[src/rtl/comm_pkg.sv]
// Shared types and helpers for the communications transmitter sharing logic.
package comm_pkg;

    typedef enum logic [1:0] {
        ST_IDLE  = 2'd0,
        ST_START = 2'd1,
        ST_BUSY  = 2'd2,
        ST_GAP   = 2'd3
    } comm_state_t;

    localparam int COMM_DW = 8;

    // Ceiling log2; clog2(1) = 0.
    function automatic int clog2(input int value);
        int r;
        r = 0;
        for (int i = 0; i < 31; i++) begin
            if ((1 << i) < value) begin
                r = i + 1;
            end
        end
        return r;
    endfunction

    // Bits needed to hold 0..max_count, never less than one.
    function automatic int cnt_width(input int max_count);
        int w;
        w = clog2(max_count + 1);
        return (w < 1) ? 1 : w;
    endfunction

endpackage

[src/rtl/comm_rr_picker.sv]
// Combinational round-robin picker: first requester after 'last', wrapping.
module comm_rr_picker #(
    parameter int NREQ = 2,
    parameter int IW   = 1
) (
    input  logic [NREQ-1:0] req,
    input  logic [IW-1:0]   last,
    output logic [NREQ-1:0] onehot,
    output logic [IW-1:0]   idx,
    output logic            valid
);

    logic [IW-1:0] cand;

    // Scan last+1, last+2, ... mod NREQ and keep the first requester found.
    always_comb begin
        onehot = '0;
        idx    = '0;
        valid  = 1'b0;
        cand   = '0;
        for (int k = 1; k <= NREQ; k++) begin
            cand = IW'((int'(last) + k) % NREQ);
            if (!valid && req[cand]) begin
                valid        = 1'b1;
                idx          = cand;
                onehot[cand] = 1'b1;
            end
        end
    end

endmodule

[src/rtl/comm_tx_arbiter.sv]
// Round-robin sharing of the single serial transmitter between NREQ byte
// requesters, with start/busy handshake, busy-rise timeout and guard gap.
module comm_tx_arbiter
    import comm_pkg::*;
#(
    parameter int NREQ         = 2,
    parameter int DW           = COMM_DW,
    parameter int BUSY_TIMEOUT = 16,
    parameter int GAP_CYCLES   = 4
) (
    input  logic             sys_clk_i,
    input  logic             sys_rst_i,
    input  logic [NREQ-1:0]  req_i,
    input  logic [NREQ*DW-1:0] data_i,
    output logic [NREQ-1:0]  ack_o,
    output logic [NREQ-1:0]  grant_o,
    output logic             tx_start_o,
    output logic [DW-1:0]    tx_data_o,
    input  logic             tx_busy_i,
    output logic             err_o,
    input  logic             err_clr_i,
    output logic             idle_o
);

    localparam int IW = cnt_width(NREQ - 1);
    localparam int TW = cnt_width(BUSY_TIMEOUT);
    localparam int GW = cnt_width(GAP_CYCLES);

    comm_state_t     state;
    logic [IW-1:0]   last;
    logic [TW-1:0]   tcnt;
    logic [GW-1:0]   gcnt;

    logic [NREQ-1:0] pick_onehot;
    logic [IW-1:0]   pick_idx;
    logic            pick_valid;

    comm_rr_picker #(
        .NREQ (NREQ),
        .IW   (IW)
    ) u_picker (
        .req    (req_i),
        .last   (last),
        .onehot (pick_onehot),
        .idx    (pick_idx),
        .valid  (pick_valid)
    );

    // Transfer sequencer: arbitrate, pulse start, track busy, hold off for the gap.
    always_ff @(posedge sys_clk_i or posedge sys_rst_i) begin
        if (sys_rst_i) begin
            state      <= ST_IDLE;
            last       <= IW'(NREQ - 1);
            tcnt       <= '0;
            gcnt       <= '0;
            ack_o      <= '0;
            grant_o    <= '0;
            tx_start_o <= 1'b0;
            tx_data_o  <= '0;
            err_o      <= 1'b0;
            idle_o     <= 1'b1;
        end else begin
            ack_o      <= '0;
            tx_start_o <= 1'b0;
            // A timeout in this same cycle overrides the clear below.
            if (err_clr_i) begin
                err_o <= 1'b0;
            end
            case (state)
                ST_IDLE: begin
                    if (!tx_busy_i && pick_valid) begin
                        tx_data_o  <= data_i[pick_idx*DW +: DW];
                        grant_o    <= pick_onehot;
                        ack_o      <= pick_onehot;
                        tx_start_o <= 1'b1;
                        last       <= pick_idx;
                        tcnt       <= '0;
                        idle_o     <= 1'b0;
                        state      <= ST_START;
                    end
                end
                ST_START: begin
                    if (tx_busy_i) begin
                        state <= ST_BUSY;
                    end else if (int'(tcnt) + 1 >= BUSY_TIMEOUT) begin
                        // Pointer stays on the failed owner so it drops to lowest priority.
                        err_o   <= 1'b1;
                        grant_o <= '0;
                        idle_o  <= 1'b1;
                        state   <= ST_IDLE;
                    end else begin
                        tcnt <= tcnt + TW'(1);
                    end
                end
                ST_BUSY: begin
                    if (!tx_busy_i) begin
                        if (GAP_CYCLES == 0) begin
                            grant_o <= '0;
                            idle_o  <= 1'b1;
                            state   <= ST_IDLE;
                        end else begin
                            gcnt  <= '0;
                            state <= ST_GAP;
                        end
                    end
                end
                ST_GAP: begin
                    if (int'(gcnt) + 1 >= GAP_CYCLES) begin
                        grant_o <= '0;
                        idle_o  <= 1'b1;
                        state   <= ST_IDLE;
                    end else begin
                        gcnt <= gcnt + GW'(1);
                    end
                end
                default: begin
                    state <= ST_IDLE;
                end
            endcase
        end
    end

endmodule

[config.mk]
export PLATFORM = sky130hd
export DESIGN_NAME = comm_tx_arbiter
export DESIGN_NICKNAME = d
export VERILOG_FILES = /design/src/rtl/comm_pkg.sv /design/src/rtl/comm_rr_picker.sv /design/src/rtl/comm_tx_arbiter.sv
export SDC_FILE = /design/constraint.sdc
export NUM_CORES = 1
export LEC_CHECK = 0
export BUFFER_PORTS_ARGS = -buffer_cell sky130_fd_sc_hd__buf_4
export CAP_MARGIN = 20
export CORE_MARGIN = 5
export CORE_UTILIZATION = 50
export CTS_CLUSTER_SIZE = 28
export DETAILED_ROUTE_END_ITERATION = 8
export PLACE_DENSITY = 0.79
export SYNTH_ARGS = -nofsm -noshare
export SYNTH_HDL_FRONTEND = slang
export SYNTH_HIERARCHICAL = 1
export SYNTH_SLANG_ARGS = --single-unit
[constraint.sdc]
create_clock -name sys_clk_i -period 2.05 [get_ports sys_clk_i]
set_input_delay 0.41 -clock sys_clk_i [delete_from_list [all_inputs] [get_ports sys_clk_i]]
set_output_delay 0.41 -clock sys_clk_i [all_outputs]
set_load 0.01 [all_outputs]
---- Yosys cells after proc, flatten, opt, wreduce, memory -nomap -nowiden ----
Index checks and enable logic that the tools add are counted.
Widths: inputs -> output; s select.
operators by class
  add/subtract/negate cells ............... 6
  multipliers ............................. 0
  div/mod/pow operators ................... 0
  magnitude comparators ................... 6
  eq/ne operators ......................... 11
  shift-type cells ........................ 1
  multiplexer cells ....................... 43
  bitwise gates (word level) .............. 1
  reduce and logical (&&, ||, !) cells .... 15
operators by type and width
  kind                 count
  $mux 2               11
  $mux 1               20
  $shiftx 16x5->8      1
  $mux 5               3
  $ne 2x2->1 const B   7
  $pmux 5 s2           1
  $pmux 2 s4           1
  $reduce_and 4->1     2
  $add 5x1->6 const B  1
  $ge 6x5->1 const B   1
  $mux 3               2
  $pmux 2 s3           1
  $pmux 3 s2           1
  $add 5x1->5 const B  1
  $reduce_and 5->1     1
  $add 3x1->4 const B  1
  $eq 2x2->1 const B   2
  $ge 4x3->1 const B   1
  $logic_and 1x1->1    4
  $lt 1x2->1 const B   2
  $reduce_bool 2->1    2
  $add 3x1->3 const B  1
  $ne 3x3->1 const B   1
  $pmux 1 s3           1
  10 further kinds     14
word-level totals
  flip-flop bits (word level) ............. 26
  bits in latches ......................... 0
  bits in writable memories ............... 0
  bits in read-only memories .............. 0
  input port bits ......................... 22
  output and inout bits ................... 15
  logic and storage cells ................. 93
  memories kept ........................... 0

---- Longest topological paths before layout ----
Gate-level depths: netlist (run 1).
  word-level depth ........................ 10
  gate-level depth with buffers ........... 5
  gate-level depth less buffers ........... 5

---- Modules after synthesis ----
Netlist (run 1), hierarchy kept.
by module, submodules not included
  module           instances  cells each  area each (sq um)  seq. area each (sq um)
  comm_tx_arbiter  1          117         1216.2             653.1
  comm_rr_picker   1          5           32.5               0.0

---- Worst setup path before layout (run 1) ----
Ideal clock, no wire load.
  kind .................................... register to register
  from .................................... register tcnt[0]
  to ...................................... register tcnt[2]
  setup time .............................. 0.082 ns
  arrival ................................. 1.402 ns
  data required time ...................... 1.968 ns
  setup slack ............................. 0.566 ns
  stages on the path, launching flop included .. 6
  buffers on the path ..................... 0
  period minus slack after synthesis ...... 1.484 ns
  cells stage by stage .................... dfrtp_1 ha_1 and3_1 a21o_1 o22a_2 a31oi_1
on the way
  word-level cells in the longest chain between the ends .. 4
  elaborated cells between the ends (all ways) .. 8
  classes of those cells .................. 2 x add/sub; 1 x order compare; 1 x eq/ne; 3 x mux; 1 x reduce/logical
RTL lines
  item                                                             RTL line                                      text
  start, declared                                                  comm_tx_arbiter.sv:31                         logic [TW-1:0] tcnt;
  start signal, assigned                                           comm_tx_arbiter.sv:92                         tcnt <= tcnt + TW'(1);
  $add 5x1->6 or $add 5x1->5 (tied branches)                       comm_tx_arbiter.sv:85, comm_tx_arbiter.sv:92
  $ge 6x5->1 or $mux 5 (tied branches)                             comm_tx_arbiter.sv:85                         end else if (int'(tcnt) + 1 >= BUSY_TIMEOUT) begin
  $ne 2x2->1 (no source line) or $mux 5 (tied branches)            --
  $reduce_and 4->1 (no source line) or $pmux 5 s2 (tied branches)  --
Parallel ways exist; a longest one is shown, timed or not. The select of a mux whose other input is x is not followed.
A chain may end at the register's enable or synchronous reset.

---- Worst setup path in the final report (run 1) ----
  from .................................... register tcnt[0]
  to ...................................... register grant_o[0]
on the way
  word-level cells in the longest chain between the ends .. 4
RTL lines
  item                               RTL line               text
  $add 5x1->6                        comm_tx_arbiter.sv:85
  $ge 6x5->1                         comm_tx_arbiter.sv:85
  $ne 2x2->1 (no source line)        --
  $reduce_and 5->1 (no source line)  --
  end signal, assigned               comm_tx_arbiter.sv:73  grant_o <= pick_onehot;
  end, declared                      comm_tx_arbiter.sv:16  output logic [NREQ-1:0] grant_o,
Every way passes these cells.

==> flow_metrics.py, run 1 <==
metrics = {
    "status": {
        "status": "completed",
    },
    "synthesis": {
        "synthFlopType": "dfrtp_1",
        "yosys_warnings": 6,
        "synth-edff-count": 0,
        "synth_nets": 146,
        "synthCells": 122,
        "synth_cell_types": 37,
        "synth-seq-cells": 26,
        "synthArstFlopShare_pct": 100,
        "synthesis.area_um2": 1250,
        "syn_area_per_cell_um2": 10.2,
        "ys_seq_area_share_pct": 52.3,
    },
    "finish": {
        "fillers": 208,
        "antenna_cells": 0,
        "num-nets-final": 187,
        "syn_to_final_growth_pct": 28.2,
        "drive_above_1_share_pct": 32.1,
        "final_util_pct": 65.8,
    },
    "critical_path": {
        "critical_path_arrival_ps": 1840,
        "path_max_fanout": 4,
        "startpoint_type": "register",
        "worstRegToRegCells": 5,
        "worstSetupPathType": "register to register",
        "crit_required_ps": 2270,
        "cp-end-kind": "register",
    },
    "global_route": {
        "antenna_found_initial": 0,
        "grt_use_total_pct": 16.7,
        "grt_pass1_vias": 1032,
        "overflow": 0,
        "grt_pass1_wl_um": 4570,
        "grt_max_degree": 27,
    },
    "timing": {
        "drv_slew": 0,
        "rsz0062_at_grt": "false",
        "finalSetupTns_ps": 0,
        "fmax_ghz": 0.619,
        "slew_headroom_pct": 78.8,
        "worst_pin_slew_ps": 319,
        "timing.final.crit_share_pct": 78.9,
        "fin_worst_skew_ps": 3.86,
        "whs_ps": 118,
        "period_minus_slack_ps": 1620,
        "setup_slack_ps": 433,
        "finalSetupViolCount": 0,
        "hold_viol": 0,
    },
    "clock_tree": {
        "htree_levels": 1,
        "postCtsSetupBuffers": 0,
        "clkLatencyLatePin_ps": 320,
        "clockRootBuffer": "clkbuf_4",
        "post_cts_resized": 0,
        "clock-sinks": 26,
        "cts_buffers": 3,
        "clk_pin_slew_ps": 140,
        "ctsHoldBuffers": 0,
        "cts_tree": "built",
        "cts_max_path_buffers": 2,
    },
    "placement": {
        "numPortBuffers": 36,
        "place_congestion": 0.845,
        "dp_hpwl_um": 2070,
        "place_ws_ps": 460,
    },
    "worst_hold_path": {
        "holdCritPathClass": "input port to asynchronous set/reset pin",
    },
    "floorplanning": {
        "core_area_um2": 2430,
        "die-height_um": 60.0,
        "floorplan.initialDensity_pct": 51.3,
        "io_pins": 37,
        "die_area_um2": 3600,
        "fp.dieW_um": 60.0,
        "num_rows": 18,
    },
    "pwr": {
        "ir_worst_vdd_uv": 771,
        "p_leak_nw": 0.799,
        "p_per_area_nw_per_um2": 1110,
        "p_total_mw": 1.77,
    },
    "drt": {
        "vias_per_cell": 5.27,
        "first_pass_iters": 4,
        "drtIter0Drc": 35,
        "dr_total_vias": 1011,
        "ant_nets": 0,
        "drc": 0,
        "drt-total-wl_um": 2580,
        "avgRoutedWirePerCell_um": 13.4,
    },
    "flow_run": {
        "maxCapViolCount": 0,
    },
}
## worst max-delay path: stages (launching register included)
cell and delay (ps):
dfrtp_1 450, ha_1 250, and3_1 210, a211oi_2 220, o21ai_1 140, a31o_1 250
## final timing paths
path	slack [ps]	startpoint	endpoint
min reg2reg	470	idle_o	idle_o
max in group asynchronous	1630	sys_rst_i	last
max reg2reg	430	tcnt[0]	grant_o[0]
min	120	sys_rst_i	gcnt[1]
max	430	tcnt[0]	grant_o[0]
min in group sys_clk_i	260	err_clr_i	err_o
## synthesized netlist by cell type (3+ instances only)
master,count,share of area (%)
mux2i_1,11,8.8
o21ai_0,11,4.4
nor2_1,6,1.8
nand2_1,18,5.4
a21oi_1,3,1.2
dfrtp_1,24,48
a31oi_1,3,1.5
inv_1,6,1.8
and2_1,4,2.0
## cells by family after synthesis
| logic type | Yosys count | share of synthesized area [%] |
|---|---|---|
| fa+ha+maj | 2 | 2.00 |
| compound gates | 35 | 18.7 |
| simple gates | 37 | 14.1 |
| flops | 26 | 52.3 |
| mux | 11 | 8.82 |
| buf+inv | 10 | 3.31 |
| xor+xnor | 1 | 0.702 |
## cell usage in the layout (no fill, tap or decap), types with 2 or more instances in the layout
| cell type | instances |
|---|---|
| buf_4 | 39 |
| dfrtp_1 | 24 |
| nand2_1 | 18 |
| mux2i_1 | 11 |
| o21ai_0 | 11 |
| inv_1 | 6 |
| nor2_1 | 6 |
| and2_1 | 4 |
| a31oi_1 | 3 |
| a21oi_1 | 3 |
| clkbuf_4 | 3 |
| a21boi_1 | 2 |
| a21o_1 | 2 |
| o21ai_1 | 2 |
| a31o_1 | 2 |
| ha_1 | 2 |
| dfstp_2 | 2 |
| a21boi_0 | 2 |
## report_power, final
part | switching [mW] | internal, mW | leakage, nW
sequential | 0.144 | 0.697 | 0.332
clock | 0.148 | 0.109 | 0.0210
combinational | 0.332 | 0.339 | 0.447
## stage by stage
stage / instances / area (um^2)
final: 192 / 1600
after global routing: 192 / 1600
after CTS: 192 / 1600
after detailed placement: 188 / 1560
after global placement: 188 / 1560
after floorplan: 122 / 1250
## flip-flops by register name (all words and copies together) (netlist names), named ones only
signal / count
tx_data_o: 8
tx_start_o: 1
gcnt: 3
last: 1
state: 1
idle_o: 1
err_o: 1
tcnt: 5
grant_o: 2
ack_o: 2
## layout make-up
type / instances / area (um^2) / area share (%)
clock buffer: 4 / 36.3 / 2.27
multi-input combinational: 86 / 554 / 34.6
sequential: 26 / 653 / 40.8
timing repair buffer: 39 / 293 / 18.3
tap: 30 / 37.5 / 2.35
inverter: 7 / 26.3 / 1.64
## routing by layer
metal / vias up / track usage, % / share of wire [%]
met5: - / 0 / 0
met4: 0 / 6.01 / 1.5
met3: 4 / 3.46 / 4.9
met2: 21 / 29.5 / 52
met1: 480 / 19.8 / 42
li1: 506 / - / -
Power figures use the tool's default switching activity.
==> run 2, diff against run 1 <==
CORE_ASPECT_RATIO = 2   (was unset)
CORE_UTILIZATION = 45   (was 50)
PLACE_DENSITY = 0.75   (was 0.79)
clock period = 1.4 ns   (was 2.05 ns; I/O delays follow)
==> run 2 against run 1 <==
  * Sequential share of layout area fell by 5.7 points
  * Setup slack got worse by 540 ps
  * Via count is 9.0% higher
  * Largest power group is now combinational cells
  * Count of clock-buffer cells in the layout is 1 lower
  * Global-route usage rose by 1.5 points
  * The flow now finishes with violations (setup timing)
==> flow_metrics.py, run 2 (synthesis gave the netlist of run 1 again) <==
metrics = {
    "drt": {
        "drc": 0,
        "vias_per_cell": 5.43,
        "drtIter0Drc": 12,
        "first_pass_iters": 4,
        "avgRoutedWirePerCell_um": 15.9,
        "dr_total_vias": 1102,
        "drt-total-wl_um": 3220,
        "ant_nets": 0,
    },
    "timing": {
        "drv_slew": 0,
        "fmax_ghz": 0.662,
        "period_minus_slack_ps": 1510,
        "finalSetupTns_ps": -540,
        "timing.final.crit_share_pct": 108,
        "fin_worst_skew_ps": 6.42,
        "worst_pin_slew_ps": 324,
        "slew_headroom_pct": 78.4,
        "hold_viol": 0,
        "finalSetupViolCount": 10,
        "rsz0062_at_grt": "true",
        "setup_slack_ps": -110,
    },
    "global_route": {
        "grt_use_total_pct": 18.2,
        "grt_pass1_vias": 1270,
        "grt_max_degree": 27,
        "overflow": 0,
        "antenna_found_initial": 0,
        "grt_pass1_wl_um": 5460,
    },
    "placement": {
        "place_congestion": 0.840,
        "dp_hpwl_um": 2360,
        "place_ws_ps": -107,
        "dp_cells": 197,
        "numPortBuffers": 36,
    },
    "finish": {
        "largest_reg_flops": 8,
        "drive_above_1_share_pct": 45.4,
        "layout_common_cells": "buf_4 (50), dfrtp_1 (24), nand2_1 (16)",
        "reg.largest.list": "tx_data_o x8, tcnt x5, gcnt x3",
        "max_flop_register": "tx_data_o",
        "syn_to_final_growth_pct": 48.8,
        "antenna_cells": 0,
        "final_cells": 203,
        "num-nets-final": 199,
        "final_common_cell": "buf_4",
        "fillers": 216,
    },
    "critical_path": {
        "cp.buffers_inverters": 0,
        "path_max_fanout": 3,
        "crit_required_ps": 1570,
        "r2r-start": "tcnt[1]",
        "critical_path_arrival_ps": 1680,
        "crit_family": "compound AO/OA/AOI/OAI gates",
        "cp-end-kind": "register",
        "worstSetupPathType": "register to register",
        "startpoint_type": "register",
        "crit_start": "tcnt[1]",
        "crit_chain": "ha_4 > and3_4 > a211oi_4 > o21ai_2 > a31o_1",
        "crit_path_max_incr_delay_ps": 420,
        "slowest_stage": "dfrtp_1",
    },
    "pwr": {
        "ir_worst_vdd_uv": 1480,
        "p_leak_nw": 0.890,
        "p_per_area_nw_per_um2": 1740,
    },
    "worst_hold_path": {
        "holdCritPathClass": "input port to asynchronous set/reset pin",
    },
    "floorplanning": {
        "fp.dieW_um": 47.3,
        "num_rows": 27,
        "die-height_um": 84.5,
        "floorplan.initialDensity_pct": 46.2,
        "die_area_um2": 3990,
        "core_area_um2": 2700,
        "io_pins": 37,
    },
    "clock_tree": {
        "ctsHoldBuffers": 0,
        "cts_max_path_buffers": 2,
        "clock-sinks": 26,
        "htree_levels": 1,
        "clk_pin_slew_ps": 90,
        "cts_buffers": 3,
        "clockRootBuffer": "clkbuf_8",
        "cts_tree": "built",
        "clkLatencyLatePin_ps": 270,
    },
    "status": {
        "violations": "setup timing",
        "status": "complete, but fails checks",
    },
    "flow_run": {
        "maxCapViolCount": 0,
    },
}
==> run 2: worst min-delay path, stage by stage <==
cell   delay [ps]
buf_4         110
inv_1          40
buf_4         300
==> run 2: where the power goes <==
group	leakage, nW	total [mW]	switching [mW]	internal [mW]
Clock	0.0357	0.619	0.237	0.382
Sequential	0.332	1.23	0.212	1.02
Combinational	0.523	1.38	0.677	0.703
==> run 2: area by class of cell <==
| class | instances | area, um^2 | area share (%) |
|---|---|---|---|
| Clock inverter | 1 | 30.0 | 1.62 |
| Timing Repair Buffer | 51 | 387 | 20.8 |
| Sequential cell | 26 | 653 | 35.2 |
| Inverter | 7 | 26.3 | 1.41 |
| Tap cell | 29 | 36.3 | 1.95 |
| Clock buffer | 3 | 41.3 | 2.22 |
| Multi-Input combinational cell | 86 | 684 | 36.8 |
==> run 2: worst paths after layout <==
check | to | slack (ps) | cells after the start
setup / recovery | grant_o[0] | -110 | 5
hold / removal | ack_o[1] | 60 | 3
setup reg to reg | grant_o[0] | -110 | 5
hold reg to reg | last | 490 | 2
max in group asynchronous | idle_o | 1050 | 3
min in group sys_clk_i | err_o | 160 | 2
==> run 2: per-stage QoR <==
step / total power, mW / hold slack (ps) / util, % / cell area, um^2
global route: 3.44 / 73.9 / 68.8 / 1860
global placement: 2.34 / 352 / 61.3 / 1660
floorplan: 1.82 / 319 / - / 1270
detailed placement: 2.43 / 357 / 61.3 / 1660
CTS: 3.15 / 68.4 / 66.5 / 1800
finish: 3.23 / 56.5 / 68.8 / 1860
==> run 2: layer usage <==
layer	routed length, um	global-route usage, %	part of all wire [%]	up-vias
li1	-	-	-	526
met1	1130	19.7	35	536
met2	1860	31.3	58	32
met3	144	3.65	4.5	8
met4	89	8.56	2.8	0
met5	0	0	0	-
==> run 2: timing repair <==
item | 4_1_cts | 5_1_grt
setup buffers | 1 | 2
endpoints found under the setup margin | 11 | 12
pin swaps | 4 | 5
gates resized for setup | 11 | 12
cloned | 0 | 0
==> run 3, diff against run 2 <==
PLACE_DENSITY = unset   (was 0.75)
PLACE_DENSITY_LB_ADDON = 0.05   (was unset)
==> run 3 against run 2 <==
  * The flow still finishes with violations (setup timing)
  * Global-route usage shrank 0.83 points
  * Sequential power barely moved
  * Largest cell class is now flip-flops and latches
  * Maximum frequency up 1.6%
  * Critical endpoint is now tcnt[2]
  * Sequential cell count unchanged
  * Final cell count fell by 0.49%
  * Critical path type unchanged
==> flow_metrics.py, run 3 (synthesis gave the netlist of run 1 again) <==
metrics = {
    "status": {
        "status": "complete, but fails checks",
        "violations": "setup timing",
    },
    "finish": {
        "layout_common_cells": "buf_4 (50), dfrtp_1 (24), nand2_1 (17)",
        "antenna_cells": 0,
        "drive_above_1_share_pct": 41.6,
        "syn_to_final_growth_pct": 40.8,
        "reg.largest.list": "tx_data_o x8, tcnt x5, gcnt x3",
        "final_util_pct": 65.0,
        "max_flop_register": "tx_data_o",
        "num-nets-final": 198,
        "final_common_cell": "buf_4",
        "largest_reg_flops": 8,
    },
    "placement": {
        "place_ws_ps": -106,
        "place_congestion": 0.729,
        "dp_hpwl_um": 2360,
        "numPortBuffers": 36,
    },
    "timing": {
        "whs_ps": 59.8,
        "timing.final.crit_share_pct": 106,
        "worst_pin_slew_ps": 343,
        "period_minus_slack_ps": 1490,
        "fin_worst_skew_ps": 3.67,
        "drv_slew": 0,
        "slew_headroom_pct": 77.1,
        "setup_slack_ps": -86.9,
        "hold_viol": 0,
        "rsz0062_at_grt": "true",
        "finalSetupViolCount": 6,
        "fmax_ghz": 0.673,
    },
    "floorplanning": {
        "num_rows": 27,
        "die-height_um": 84.5,
        "io_pins": 37,
        "core_area_um2": 2700,
        "fp.dieW_um": 47.3,
        "die_area_um2": 3990,
        "floorplan.initialDensity_pct": 46.2,
    },
    "critical_path": {
        "startpoint_type": "register",
        "crit_path_max_incr_delay_ps": 420,
        "slowest_stage": "dfrtp_1",
        "r2r-start": "tcnt[0]",
        "cp-end-kind": "register",
        "cp.buffers_inverters": 0,
        "crit_family": "compound AO/OA/AOI/OAI gates",
        "crit_start": "tcnt[0]",
        "critical_path_arrival_ps": 1680,
        "worstSetupPathType": "register to register",
        "path_max_fanout": 4,
        "crit_chain": "ha_4 > and3_4 > a21o_1 > o22a_2 > a31oi_1",
        "crit_required_ps": 1600,
    },
    "drt": {
        "avgRoutedWirePerCell_um": 14.9,
        "drt-total-wl_um": 3010,
        "first_pass_iters": 4,
        "ant_nets": 0,
        "dr_total_vias": 1062,
        "drtIter0Drc": 20,
        "vias_per_cell": 5.26,
        "drc": 0,
    },
    "clock_tree": {
        "cts_buffers": 3,
        "htree_levels": 1,
        "clockRootBuffer": "clkbuf_8",
        "clock-sinks": 26,
        "cts_max_path_buffers": 2,
        "clkLatencyLatePin_ps": 270,
        "clk_pin_slew_ps": 90,
        "ctsHoldBuffers": 0,
        "cts_tree": "built",
    },
    "pwr": {
        "p_per_area_nw_per_um2": 1680,
        "ir_worst_vdd_uv": 872,
        "p_leak_nw": 0.862,
        "p_total_mw": 2.96,
    },
    "worst_hold_path": {
        "holdCritPathClass": "input port to asynchronous set/reset pin",
    },
    "global_route": {
        "antenna_found_initial": 0,
        "grt_max_degree": 27,
        "grt_use_total_pct": 17.4,
        "overflow": 0,
        "grt_pass1_vias": 1213,
        "grt_pass1_wl_um": 5200,
    },
    "flow_run": {
        "maxCapViolCount": 0,
    },
}
[run 3: cell count changes in the layout (fill, tap and decap cells not counted), sizes merged]
| cell | before | now |
|---|---|---|
| buf | 51 | 50 |
| bufinv | 1 | 0 |
| clkbuf | 3 | 4 |
[run 3: metal layers]
layer	track usage, %	vias up	wire, um
li1	-	524	-
met1	18.5	517	1070
met2	31.3	19	1810
met3	2.58	2	99
met4	6.80	0	29
met5	0	-	0
[run 3: final timing paths]
kind                           end  slack, ps  cells after the start
min in group sys_clk_i       err_o        180                      2
setup reg to reg           tcnt[2]        -90                      5
setup / recovery           tcnt[2]        -90                      5
hold / removal             gcnt[1]         60                      3
max in group asynchronous   idle_o       1040                      3
hold reg to reg             idle_o        490                      2
[run 3: final cells by class]
cell class	instances	area [um^2]
Fill cell	232	945
Sequential cell	26	653
Multi-Input combinational cell	86	612
Timing Repair Buffer	50	375
Clock buffer	4	55.1
Tap cell	29	36.3
Inverter	7	26.3
[run 3: worst min-delay path: cells and delay by family]
family,cells,cell delay (ps)
buffers and inverters,3,470
[run 3: per-stage QoR]
step / instances / cell area [um^2] / TNS (ps)
floorplan: 122 / 1270 / -12.9
global placement: 196 / 1650 / -250
detailed placement: 196 / 1650 / -501
CTS: 201 / 1730 / -392
global route: 202 / 1760 / -893
finish: 202 / 1760 / -307
[run 3: report_power, final]
| group | internal (mW) | switching [mW] | total (mW) |
|---|---|---|---|
| clock network | 0.251 | 0.236 | 0.487 |
| logic | 0.659 | 0.593 | 1.25 |
| registers | 1.02 | 0.199 | 1.22 |
| total | 1.93 | 1.03 | 2.96 |
[run 3: timing repair]
action                     in CTS  in global routing
gates resized for setup         3                  5
setup endpoints to repair       8                 10
setup buffers                   1                  1
pin swaps                       3                  3
